$ cat src/rtl/cnt_up_stopwatch.sv
// 4-digit BCD count-up stopwatch with prescaler, start/stop/clear FSM and a
// lap-freeze display latch over a single-edge rippling decade cascade.
module cnt_up_stopwatch #(
  parameter int TICK_DIV = 50000000,
  parameter bit WRAP     = 1'b0
) (
  input  logic       CLK,
  input  logic       RST_N,
  input  logic       BTN_SS,
  input  logic       BTN_CLR,
  input  logic       BTN_LAP,
  output logic [3:0] VAL0,
  output logic [3:0] VAL1,
  output logic [3:0] VAL2,
  output logic [3:0] VAL3,
  output logic       RUN,
  output logic       LAP,
  output logic       OVF,
  output logic       TICK
);

  localparam int PW = (TICK_DIV > 1) ? $clog2(TICK_DIV) : 1;
  localparam logic [PW-1:0] PRESC_MAX = PW'(TICK_DIV - 1);

  typedef enum logic [1:0] {
    ST_IDLE,
    ST_RUN,
    ST_PAUSE
  } state_t;

  state_t              state;
  logic [PW-1:0]       presc;
  logic [3:0][3:0]     cnt;
  logic [3:0][3:0]     snap;
  logic [3:0][3:0]     cnt_inc;
  logic [3:0][3:0]     disp;
  logic                carry;
  logic                all_nine;
  logic                lap_q;
  logic                ovf_q;
  logic                tick;
  logic                lap_toggle;
  logic                sat_pause;

  // NOTE: every variable gets a default at the top of always_comb so no path
  // leaves it unassigned; otherwise synthesis infers a latch.
  always_comb begin
    cnt_inc = cnt;
    carry   = 1'b1;
    for (int i = 0; i < 4; i++) begin
      if (carry) begin
        if (cnt[i] == 4'd9) begin
          cnt_inc[i] = 4'd0;
        end else begin
          cnt_inc[i] = cnt[i] + 4'd1;
          carry      = 1'b0;
        end
      end
    end
    all_nine = carry;
  end

  assign tick       = (state == ST_RUN) && (presc == PRESC_MAX);
  assign lap_toggle = BTN_LAP && (state != ST_IDLE);
  // Only the first overflow auto-pauses; once saturated, further ticks are no-ops.
  assign sat_pause  = tick && all_nine && !WRAP && !ovf_q;
  assign disp       = lap_q ? snap : cnt;

  // NOTE: sequential state uses non-blocking assignments so every register
  // samples pre-edge values; later assignments in the block take priority.
  always_ff @(posedge CLK or negedge RST_N) begin
    if (!RST_N) begin
      state <= ST_IDLE;
      presc <= '0;
      cnt   <= '0;
      snap  <= '0;
      lap_q <= 1'b0;
      ovf_q <= 1'b0;
    end else begin
      if (lap_toggle) begin
        lap_q <= !lap_q;
        if (!lap_q) snap <= cnt;
      end
      unique case (state)
        ST_IDLE: begin
          if (BTN_CLR) begin
            presc <= '0;
            cnt   <= '0;
            ovf_q <= 1'b0;
            lap_q <= 1'b0;
          end else if (BTN_SS) begin
            state <= ST_RUN;
          end
        end
        ST_RUN: begin
          presc <= tick ? '0 : presc + PW'(1);
          if (tick) begin
            if (!all_nine) begin
              cnt <= cnt_inc;
            end else begin
              ovf_q <= 1'b1;
              if (WRAP) cnt <= '0;
            end
          end
          if (BTN_SS || sat_pause) state <= ST_PAUSE;
        end
        ST_PAUSE: begin
          if (BTN_CLR) begin
            state <= ST_IDLE;
            presc <= '0;
            cnt   <= '0;
            ovf_q <= 1'b0;
            lap_q <= 1'b0;
          end else if (BTN_SS) begin
            state <= ST_RUN;
          end
        end
        default: state <= ST_IDLE;
      endcase
    end
  end

  assign VAL0 = disp[0];
  assign VAL1 = disp[1];
  assign VAL2 = disp[2];
  assign VAL3 = disp[3];
  assign RUN  = (state == ST_RUN);
  assign LAP  = lap_q;
  assign OVF  = ovf_q;
  assign TICK = tick;

endmodule
$ cat config.mk
export PLATFORM = sky130hd
export DESIGN_NAME = cnt_up_stopwatch
export DESIGN_NICKNAME = d
export VERILOG_FILES = /design/src/rtl/cnt_up_stopwatch.sv
export SDC_FILE = /design/constraint.sdc
export NUM_CORES = 1
export LEC_CHECK = 0
export BUFFER_PORTS_ARGS = -buffer_cell sky130_fd_sc_hd__buf_4
export CORE_MARGIN = 2
export CORE_UTILIZATION = 50
export DETAILED_ROUTE_END_ITERATION = 7
export HOLD_SLACK_MARGIN = 0.12
export PLACE_DENSITY = 0.65
export RECOVER_POWER = 25
export SLEW_MARGIN = 5
export SYNTH_ARGS = -nofsm -noshare
export SYNTH_HDL_FRONTEND = slang
export SYNTH_SLANG_ARGS = --single-unit
$ cat constraint.sdc
create_clock -name CLK -period 4.1 [get_ports CLK]
set_input_delay 0.615 -clock CLK [delete_from_list [all_inputs] [get_ports CLK]]
set_output_delay 0.615 -clock CLK [all_outputs]
set_load 0.02 [all_outputs]
==> results of run 1 <==
-- placed cells by master (no fill, tap or decap), drive strengths merged, types with 6 or more instances in the layout --
cell type	instances
xnor2	7
nand2	41
nor4	7
nand3	28
xor2	6
a21oi	8
nand4	8
nor2	31
buf	25
mux2	29
clkbuf	12
inv	13
o21ai	22
dfrtp	62
and3	6
ha	9
nor3	7
or3	7
-- worst max path at each step --
stage          startpoint  depth (start not counted)   end  slack [ns]
2_1_floorplan    state[1]                          4  TICK        1.84
3_3_place_gp     state[0]                          5  TICK        1.37
3_5_place_dp     state[0]                          5  TICK        1.28
4_1_cts          state[0]                          5  TICK        0.88
5_1_grt          state[0]                          5  TICK        0.64
6_report         state[0]                          5  TICK        0.87
-- registers in the layout, indices dropped and copies added (netlist names) --
name and count:
presc 26, cnt 16, snap 16, state 2, LAP 1, OVF 1
-- final cells by class --
| type | count | area share [%] |
|---|---|---|
| Multi-Input combinational cell | 285 | 47.2 |
| Tap cell | 96 | 2.97 |
| Inverter | 13 | 1.21 |
| Timing Repair Buffer | 26 | 4.77 |
| Clock inverter | 4 | 1.73 |
| Clock buffer | 11 | 3.75 |
| Sequential cell | 62 | 38.4 |
-- synthesized netlist by cell type (2+ instances only) --
cell | number | share of area [%]
dfrtp_1 | 62 | 44
and2_1 | 3 | 0.53
ha_1 | 9 | 3.2
inv_1 | 13 | 1.4
o211ai_1 | 4 | 0.84
nor4b_1 | 5 | 1.2
and3_1 | 6 | 1.1
nand2_1 | 41 | 4.3
a22o_1 | 3 | 0.74
mux2_2 | 29 | 9.2
nand3b_1 | 5 | 1.1
nand3_1 | 28 | 3.9
and4_1 | 5 | 1.2
a211o_1 | 2 | 0.49
a41oi_1 | 2 | 0.49
or3_1 | 6 | 1.1
xnor2_1 | 7 | 1.7
o41ai_1 | 5 | 1.2
a21oi_1 | 8 | 1.1
buf_2 | 3 | 0.42
clkbuf_1 | 9 | 0.95
nor4bb_1 | 2 | 0.56
and3b_1 | 2 | 0.49
nor2_1 | 31 | 3.3
nand4_1 | 7 | 1.2
or4_1 | 3 | 0.63
o21ai_0 | 20 | 2.8
a31oi_1 | 5 | 0.88
nand2b_1 | 3 | 0.53
nor4_1 | 7 | 1.2
xor2_1 | 6 | 1.5
nor3_1 | 7 | 0.99
or2_2 | 2 | 0.35
-- stage by stage --
step	area [µm²]	hold WS [ns]	utilization (%)
2_1_floorplan	3550	0.319	-
3_3_place_gp	3820	0.471	55.9
3_5_place_dp	3820	0.474	55.9
4_1_cts	4040	0.386	59.2
5_1_grt	4040	0.505	59.1
6_report	4040	0.483	59.1
-- report_power, final --
group          switching [W]  total, W  internal, W
registers          0.0000520  0.000702     0.000650
logic               0.000121  0.000207    0.0000862
clock network       0.000234  0.000604     0.000370
-- logic make-up (layout without fill, tap and decap cells) --
group	after synthesis	after routing	share of synthesized area [%]
xor+xnor	13	13	3.20
compound gates	62	62	11.5
mux	30	30	9.47
flops	62	62	43.6
simple gates	171	171	26.3
fa+ha+maj	9	9	3.17
buf+inv	25	54	2.75
-- worst register-to-register path, delay by kind of cell (launching register included) --
kind,cells,cell delay [ns]
simple gates,4,1.80
flops,1,0.65
compound gates,1,0.20
-- routing by layer --
metal | GRT usage [%] | vias up
li1 | - | 1428
met1 | 32.6 | 1441
met2 | 33.1 | 62
met3 | 4.10 | 8
met4 | 7.58 | 0
met5 | 0 | -
==> results.md, run 1 <==
* Core ar. at between 6000 and 7000 µm²
* CP Max Fanout at 17
* Worst r2r dst: presc[13]
* Max IR drop VDD at 0.222 mV
* All-Layer GR Usage at about 22%
* CTS Root Cell: clkbuf_8
* TritonCTS buffer count at 9
* Power Total at between 0.0015 and 0.002 W
* WP data arrival at between 2 and 3 ns
* Overall routed net length at slightly above 8000 µm
* Pre-CTS setup slack at 1.28 ns
* Reg-to-reg startpoint: state[0]
* Clock transition at path regs at 0.06 ns
* Part of the cycle the worst path needs at between 70% and 80%
* Worst stage delay on the critical path at between 0.7 and 0.8 ns
* Distinct cells, synth at 55
* Setup bufs post-CTS at 0
* IO buf count at 24
* Hold_sp: presc[23]
* Die Span X at approximately 90 µm
* Max Used Layer: met4
* Synthesized cell area at around 3600 µm²
* Hold path cells at 1
* Worst R2R Path Depth at 5
* Max Clk Rate at between 0.3 and 0.4 GHz
* Die Y at between 80 and 90 µm
* Row count at 30
* Slowest cell on the critical path: nor4_1
* Drt first pass iters at 4
* Setup TNS at 0 ns
* First-pass GRT wire length at 13400 µm
* Detailed Place HPWL at roughly 5800 µm
* Layout cells sized above 1 at between 15 and 20%
* Final setup vio count at 0
* Delay-heaviest family, CP: simple AND/OR/NAND/NOR gates
* Worst-path cell chain: nand2b_1, nor4_1, nand2_1, inv_1, buf_4
* Post-CTS Resized at 0
* Vias at 2939
* Initial antenna violation count at 0
* Final worst-path setup slack at approximately 0.87 ns
* EDFF count, synth at 0
* Fin. max-slew vios at between 60 and 70
* Yosys reg bits at slightly above 60
* Sink Count at 62
* Multi-input gate area at approximately 1900 µm²
* Final net count at 411
* Warnings, synthesis at 0
* Max Clock Skew at approximately 0.015 ns
* Initial core utilization at 52.0%
* DR WL met2 at around 3600 µm
* CP Launch Type: flop
* Worst path required time at ~3.5 ns
* Worst rel slew slack at -5.25%
* Routed Antenna Nets at 0
* Routed wl met3 at approximately 380 µm
* Syn Nets at roughly 390
* N_diodes at 0
* Power density cells at roughly 370 nW/µm²
* Slew @ Worst Pin at around 1.6 ns
* Fillers at between 600 and 700
* RePlAce Congestion at ~0.89
* MaxCap Viol Count at 1
* Worst skew pair latency at 0.34 ns
* Clock buffer depth at 2
* Primary FF master, synth: dfrtp_1
* Die Area at a little under 8000 µm²
* R2R Setup Slk at roughly 1.3 ns
* Crit path time final at ~3.2 ns
* Status: finished with violations
* DRC Markers at 0
* FF/Latch Area at about 1600 µm²
* Worst path bufs/invs at 2
* DR WL/cell at 16.5 µm
* Clock H-tree levels at 3
* Total grt overflow at 0
* Setup CP Type: flop to output pin
* Min-delay worst type: flop to flop
* Sequential area share after synthesis at 43.6%
* Vias in the first global route at 2730
* Synth async-reset ratio at between 90% and 100%
* Via density at a little under 6
* End of the worst hold path: presc[23]
* Area grow syn2layout at 13.7%
* Non-filler cells, final at about 500
* Largest net degree at the start of global routing at 63
* Cts-stage hold buffer count at 0
* Final Hold Viols at 0
* Ports at 25
* Placed Cells at ~480
* DR iter-0 viols at 229
* CP endpoint kind: output pin
* Metal-1 WL at between 4000 and 5000 µm
* Failing checks: max-capacitance violations, max-slew violations
* Unrepaired setup endpoints after global routing: no
* Syn Inst Count at 372
* Leakage dissipation at around 1.8 nW
* Avg Cell Area, Syn at roughly 9.6 µm²
* CTS tree: yes
No activity file was read; power rests on OpenSTA's default activity.
==> run 2: changes to the inputs <==
- clock period: 4.1 -> 3.3 ns (I/O delays scaled with it)
==> results.md, run 2 (synthesis results as in run 1) <==
* Die Y at 88.3 µm (unchanged)
* Worst path required time at 2.80 ns (-0.68 ns)
* Most common cell after layout, fill and taps aside: dfrtp_1
* Vias at 2997 (+2.0%)
* Area grow syn2layout at 13.1%
* Sink Count at 62 (unchanged)
* R2R Setup Slk at 0.82 ns (-0.50 ns)
* CTS Root Cell: clkbuf_8
* CP endpoint kind: output pin
* Fillers at 631 (+1.9%)
* Max reg flops at 26 (unchanged)
* Cts-stage hold buffer count at 0 (unchanged)
* Hold path cells at 2 (+1)
* Largest net degree at the start of global routing at 63 (unchanged)
* Pre-CTS setup slack at 0.848 ns (-0.431 ns)
* Routed Antenna Nets at 0 (unchanged)
* Vias in the first global route at 2797 (+2.5%)
* CP Max Fanout at 17 (unchanged)
* Die Span X at 88.3 µm (unchanged)
* DR iter-0 viols at 213 (-7.0%)
* Reg-to-reg startpoint: cnt[1]
* Row count at 30 (unchanged)
* Drt first pass iters at 5 (+1)
* Clock buffer depth at 2 (unchanged)
* Detailed Place HPWL at 5740 µm (-0.87%)
* WP data arrival at 2.28 ns (-0.34 ns)
* Max Clock Skew at 0.0117 ns (-0.00311 ns)
* Sw Ratio at 29.0% (+2.2 points)
* Crit path time final at approximately 2.8 ns
* Met1 usage at 33.2% (+0.65 points)
* Leakage dissipation at 1.79 nW (-0.54%)
* Fin. max-slew vios at 63 (unchanged)
* Clock transition at path regs at 0.06 ns (about the same)
* Power density cells at 437 nW/µm² (+17%)
* Flop pwr share at 49.8% (+3.4 points)
* Failing checks: max-capacitance violations, max-slew violations
* Layout cells sized above 1 at 19.8% (+0.35 points)
* TritonCTS buffer count at 9 (unchanged)
* Status: finished with violations
* Initial antenna violation count at 0 (unchanged)
* Part of the cycle the worst path needs at a little over four fifths
* Die Area at 7800 µm² (unchanged)
* DR WL/cell at 16.4 µm (-0.52%)
* Max IR drop VDD at 0.273 mV (+23%)
* CTS tree: yes
* Comb pwr share at 14.7% (+1.0 points)
* Final setup vio count at 0 (unchanged)
* Most crowded layer after global routing: met1
* P_int at 0.00125 W (+13%)
* MaxCap Viol Count at 1 (unchanged)
* Worst R2R Path Depth at 6 (+1)
* RePlAce Congestion at 0.856 (-3.8%)
* All-Layer GR Usage at 22.6% (+0.38 points)
* Worst skew pair latency at 0.35 ns (about the same)
* Slew @ Worst Pin at 1.55 ns (-0.0287 ns)
* Min-delay worst type: input pin to flop
* Total grt overflow at 0 (unchanged)
* Core ar. at 6830 µm² (unchanged)
* CP Launch Type: flop
* GR Util met3 at 4.10% (unchanged)
* First-pass GRT wire length at 13700 µm (+2.4%)
* End of the worst hold path: state[0]
* Most frequent cells in the layout: dfrtp_1, nand2_1, nor2_1
* Final net count at 413 (+0.49%)
* Switching pwr at 0.000511 W (+26%)
* Unrepaired setup endpoints after global routing: no
* Initial core utilization at 52.0% (unchanged)
* Met2 usage at 32.7% (-0.34 points)
* Overall routed net length at 8210 µm (about the same)
* Hold_sp: BTN_SS
* Setup bufs post-CTS at 0 (unchanged)
* Clock H-tree levels at 3 (unchanged)
* Final worst-path setup slack at 0.523 ns (-0.342 ns)
* IO buf count at 24 (unchanged)
* Setup CP Type: flop to output pin
* Top flop regs: presc (26), cnt (16), snap (16)
* Top reg by flops: presc
* Max Clk Rate at about 0.36 GHz
* N_diodes at 0 (unchanged)
* Ports at 25 (unchanged)
* DRC Markers at 0 (unchanged)
* Clk pwr share at 35.4% (-4.5 points)
* Via density at 5.99 (+1.4%)
* Post-CTS Resized at 0 (unchanged)
* Final Hold Viols at 0 (unchanged)
* Worst rel slew slack at -3.33% (+1.9 points)
* Setup TNS at 0 ns (unchanged)
* Worst r2r dst: cnt[4]
run 2: power groups by stage:
stage | Sequential, W | Clock, W | Combinational, W
final | 0.000876 | 0.000623 | 0.000259
after floorplan | 0.000858 | 0 | 0.000188
after global placement | 0.000887 | 0 | 0.000256
after detailed placement | 0.000889 | 0 | 0.000262
after global routing | 0.000886 | 0.000674 | 0.000287
after CTS | 0.000875 | 0.000642 | 0.000263
run 2: worst max path at each step:
stage / depth (start not counted) / slack (ns) / from / end
finish: 6 / 0.52 / state[0] / TICK
floorplan: 6 / 1.14 / cnt[1] / cnt[4]
global placement: 6 / 0.95 / cnt[1] / cnt[4]
CTS: 6 / 0.54 / state[0] / TICK
global route: 6 / 0.32 / state[0] / TICK
detailed placement: 6 / 0.85 / cnt[1] / cnt[4]
run 2: metal layers:
metal | share of wire (%) | vias up | wire length, µm
met5 | 0 | - | 0
li1 | - | 1424 | -
met4 | 1.7 | 0 | 137
met3 | 4.5 | 16 | 371
met1 | 50 | 1465 | 4080
met2 | 44 | 92 | 3620
run 2: area by class of cell:
| class | instances | area, µm² | area share, % |
|---|---|---|---|
| clock buffers | 13 | 169 | 4.20 |
| clock inverters | 3 | 17.5 | 0.436 |
| inverters | 13 | 48.8 | 1.21 |
| multi-input cells | 285 | 1910 | 47.4 |
| flip-flops and latches | 62 | 1550 | 38.6 |
| well taps | 96 | 120 | 2.99 |
| repair buffers | 28 | 208 | 5.17 |
run 2: through the flow:
stage	hold WS, ns	cell area, µm²	total power, W	utilization (%)	cells
global placement	0.481	3840	0.00114	56.2	484
CTS	0.261	4020	0.00178	58.9	500
floorplan	0.199	3550	0.00105	-	372
detailed placement	0.487	3840	0.00115	56.2	484
finish	0.410	4020	0.00176	58.8	500
global route	0.417	4020	0.00185	58.8	500
run 2: critical path, stage by stage, from the launching register on:
cell and delay, ns:
dfrtp_1 0.69, nand2b_1 0.27, nor4_1 0.36, buf_4 0.19, nand2_1 0.15, inv_1 0.14, buf_4 0.15
==> run 3: changes to the inputs <==
- ABC_AREA: not set -> 1
- clock period: 3.3 -> 2.64 ns (I/O delays scaled with it)
==> results.md, run 3 <==
* Status: finished with violations
* Failing checks: max-capacitance violations, max-slew violations
* Final net count at 585 (+42%)
* Multiplexer share of the synthesized area at 0% (-9.5 points)
* Overall routed net length at 9080 µm (+11%)
* Synth Area in Simple Gates at 38.8% (+13 points)
* Initial antenna violation count at 0 (unchanged)
* Final worst-path setup slack at 0.232 ns (-0.291 ns)
* Fillers at 765 (+21%)
* Slew @ Worst Pin at 1.56 ns (+0.0147 ns)
* Primary FF master, synth: dfrtp_1
* Unrepaired setup endpoints after global routing: no
* Max Clock Skew at 0.00488 ns (-0.00687 ns)
* Most common cell after layout, fill and taps aside: nand2_1
* DR iter-0 viols at 147 (-31%)
* Avg Cell Area, Syn at 7.04 µm² (-26%)
* CP Launch Type: flop
* Syn Nets at 561 (+45%)
* Synth area leaders: dfrtp_1, nand2_1, nand3_1
* Part of the cycle the worst path needs at between 90% and 100%
* Drt first pass iters at 5 (unchanged)
* Via density at 5.20 (-13%)
* Layout cells sized above 1 at 12.0% (-7.8 points)
* Sequential area share after synthesis at 40.3% (-3.4 points)
* Leakage dissipation at 2.12 nW (+19%)
* Reg-to-reg startpoint: presc[0]
* Synth Area in Compound Gates at 6.92% (-4.6 points)
* Comb pwr share at 23.0% (+8.3 points)
* Synth area leader: dfrtp_1
* Row count at 32 (+6.7%)
* Synth async-reset ratio at 100% (unchanged)
* Most frequent cells in the layout: nand2_1, dfrtp_1, nand3_1
* Area fraction of the dominant cell type after synthesis at 40.3% (-3.4 points)
* Die Y at 91.8 µm (+3.9%)
* Routed Antenna Nets at 0 (unchanged)
* Distinct cells, synth at 31 (-44%)
* Hold_sp: BTN_SS
* Min-delay worst type: input pin to flop
* Die Area at 8420 µm² (+8.0%)
* Max reg flops at 26 (unchanged)
* Setup CP Type: flop to output pin
* Warnings, synthesis at 0 (unchanged)
* Die Span X at 91.8 µm (+3.9%)
* Syn Inst Count at 547 (+47%)
* R2R Setup Slk at 0.65 ns (-0.17 ns)
* Hold path cells at 3 (+1)
* Largest net degree at the start of global routing at 63 (unchanged)
* Final setup vio count at 0 (unchanged)
* Most frequent cell after synthesis: nand2_1
* Clock transition at path regs at 0.07 ns (about the same)
* Ports at 25 (unchanged)
* Worst path required time at 2.24 ns (-0.56 ns)
* Switching pwr at 0.000942 W (+84%)
* Yosys reg bits at 62 (unchanged)
* Vias in the first global route at 3364 (+20%)
* Area grow syn2layout at 11.8%
* XOR/XNOR Fraction of Synth Area at 2.50% (-0.70 points)
* Clk pwr share at 34.0% (-1.4 points)
* Synthesized cell area at 3850 µm² (+8.3%)
* Crit path time final at around 2.4 ns
* Worst r2r dst: presc[11]
* CP endpoint kind: output pin
* CTS Root Cell: clkbuf_8
* Fin. max-slew vios at 63 (unchanged)
* Worst skew pair latency at 0.35 ns (about the same)
* DRC Markers at 0 (unchanged)
* Top reg by flops: presc
* CP Max Fanout at 16 (-1)
* Sink Count at 62 (unchanged)
* Post-CTS Resized at 0 (unchanged)
* Setup TNS at 0 ns (unchanged)
* Setup bufs post-CTS at 0 (unchanged)
* Core ar. at 7610 µm² (+11%)
* Initial core utilization at 50.6% (-1.4 points)
* IO buf count at 24 (unchanged)
* Cts-stage hold buffer count at 0 (unchanged)
* P_int at 0.00182 W (+46%)
* Synth cell count leaders: nand2_1, dfrtp_1, nand3_1
* Synth Area in Adders at 2.92% (-0.24 points)
* Clock buffer depth at 2 (unchanged)
* RePlAce Congestion at 0.888 (+3.7%)
* Clock H-tree levels at 3 (unchanged)
* Total grt overflow at 0 (unchanged)
* Sw Ratio at 34.1% (+5.1 points)
* Detailed Place HPWL at 6500 µm (+13%)
* Pre-CTS setup slack at 0.492 ns (-0.356 ns)
* Worst R2R Path Depth at 10 (+4)
* Top flop regs: presc (26), cnt (16), snap (16)
* All-Layer GR Usage at 23.2% (+0.61 points)
* Final Hold Viols at 0 (unchanged)
* EDFF count, synth at 0 (unchanged)
* WP data arrival at 2.01 ns (-0.27 ns)
* Max Clk Rate at a little over 0.4 GHz
* Power density cells at 642 nW/µm² (+47%)
* N_diodes at 0 (unchanged)
* Vias at 3527 (+18%)
* MaxCap Viol Count at 1 (unchanged)
* DR WL/cell at 13.4 µm (-18%)
* First-pass GRT wire length at 15800 µm (+15%)
* Max IR drop VDD at 0.260 mV (-4.8%)
* End of the worst hold path: state[0]
* Largest family of logic cells by synthesized area: simple AND/OR/NAND/NOR gates
* TritonCTS buffer count at 9 (unchanged)
* Flop pwr share at 43.0% (-6.8 points)
* CTS tree: yes
* Worst rel slew slack at -4.31% (-0.98 points)
run 3: cell count changes after synthesis, sizes merged, moves of 11 or more:
cell   change
nand2    +157
mux2      -29
nand4     +11
nand3     +30
nor2      +18
inv       +44
run 3: power groups by stage:
stage / clock network (W) / logic, W / registers, W
floorplan: 0 / 0.000446 / 0.00118
finish: 0.000940 / 0.000635 / 0.00119
CTS: 0.000948 / 0.000643 / 0.00119
detailed placement: 0 / 0.000641 / 0.00121
global route: 0.000985 / 0.000721 / 0.00121
global placement: 0 / 0.000628 / 0.00120
run 3: worst max-delay path by stage:
stage	start	to	slack, ns
2_1_floorplan	presc[0]	TICK	0.71
3_3_place_gp	state[0]	TICK	0.55
3_5_place_dp	state[0]	TICK	0.49
4_1_cts	state[0]	TICK	0.1
5_1_grt	state[0]	TICK	0.14
6_report	state[0]	TICK	0.23
run 3: worst max-delay path, cell delays in order, from the launching register on:
cell	delay [ns]
dfrtp_2	0.50
inv_2	0.18
nor2_4	0.22
inv_1	0.11
nor4_1	0.42
buf_4	0.22
run 3: through the flow:
stage                     utilization (%)  total power, W  instance area [µm²]  cells  hold WS, ns
after floorplan                         -         0.00162                 3850    547        0.100
after global placement               53.8         0.00183                 4090    662        0.462
after detailed placement             53.8         0.00185                 4090    662        0.470
after CTS                            56.6         0.00278                 4310    678        0.163
after global routing                 56.6         0.00291                 4300    678        0.280
final                                56.6         0.00276                 4300    678        0.282
run 3: layer usage:
layer	wire (µm)	up-vias	part of all wire [%]	global-route usage (%)
met3	362	14	4.0	3.86
li1	-	1805	-	-
met1	4110	1639	45	30.0
met4	169	0	1.9	9.20
met5	0	-	0	0
met2	4440	69	49	38.8
run 3: cells by family after synthesis:
group | count (synthesis)
buffers and inverters | 75
XOR/XNOR | 11
adder cells (fa/ha/maj) | 9
AO/OA/AOI/OAI | 48
flip-flops | 62
AND/OR/NAND/NOR | 342
run 3: area by class of cell:
class	count	area [µm²]	share of cell area (%)
timing repair buffer	30	223	5.17
clock buffer	10	128	2.97
multi-input combinational	410	1970	45.8
sequential	62	1550	36.1
tap	102	128	2.97
clock inverter	6	86.3	2.01
inverter	58	218	5.06
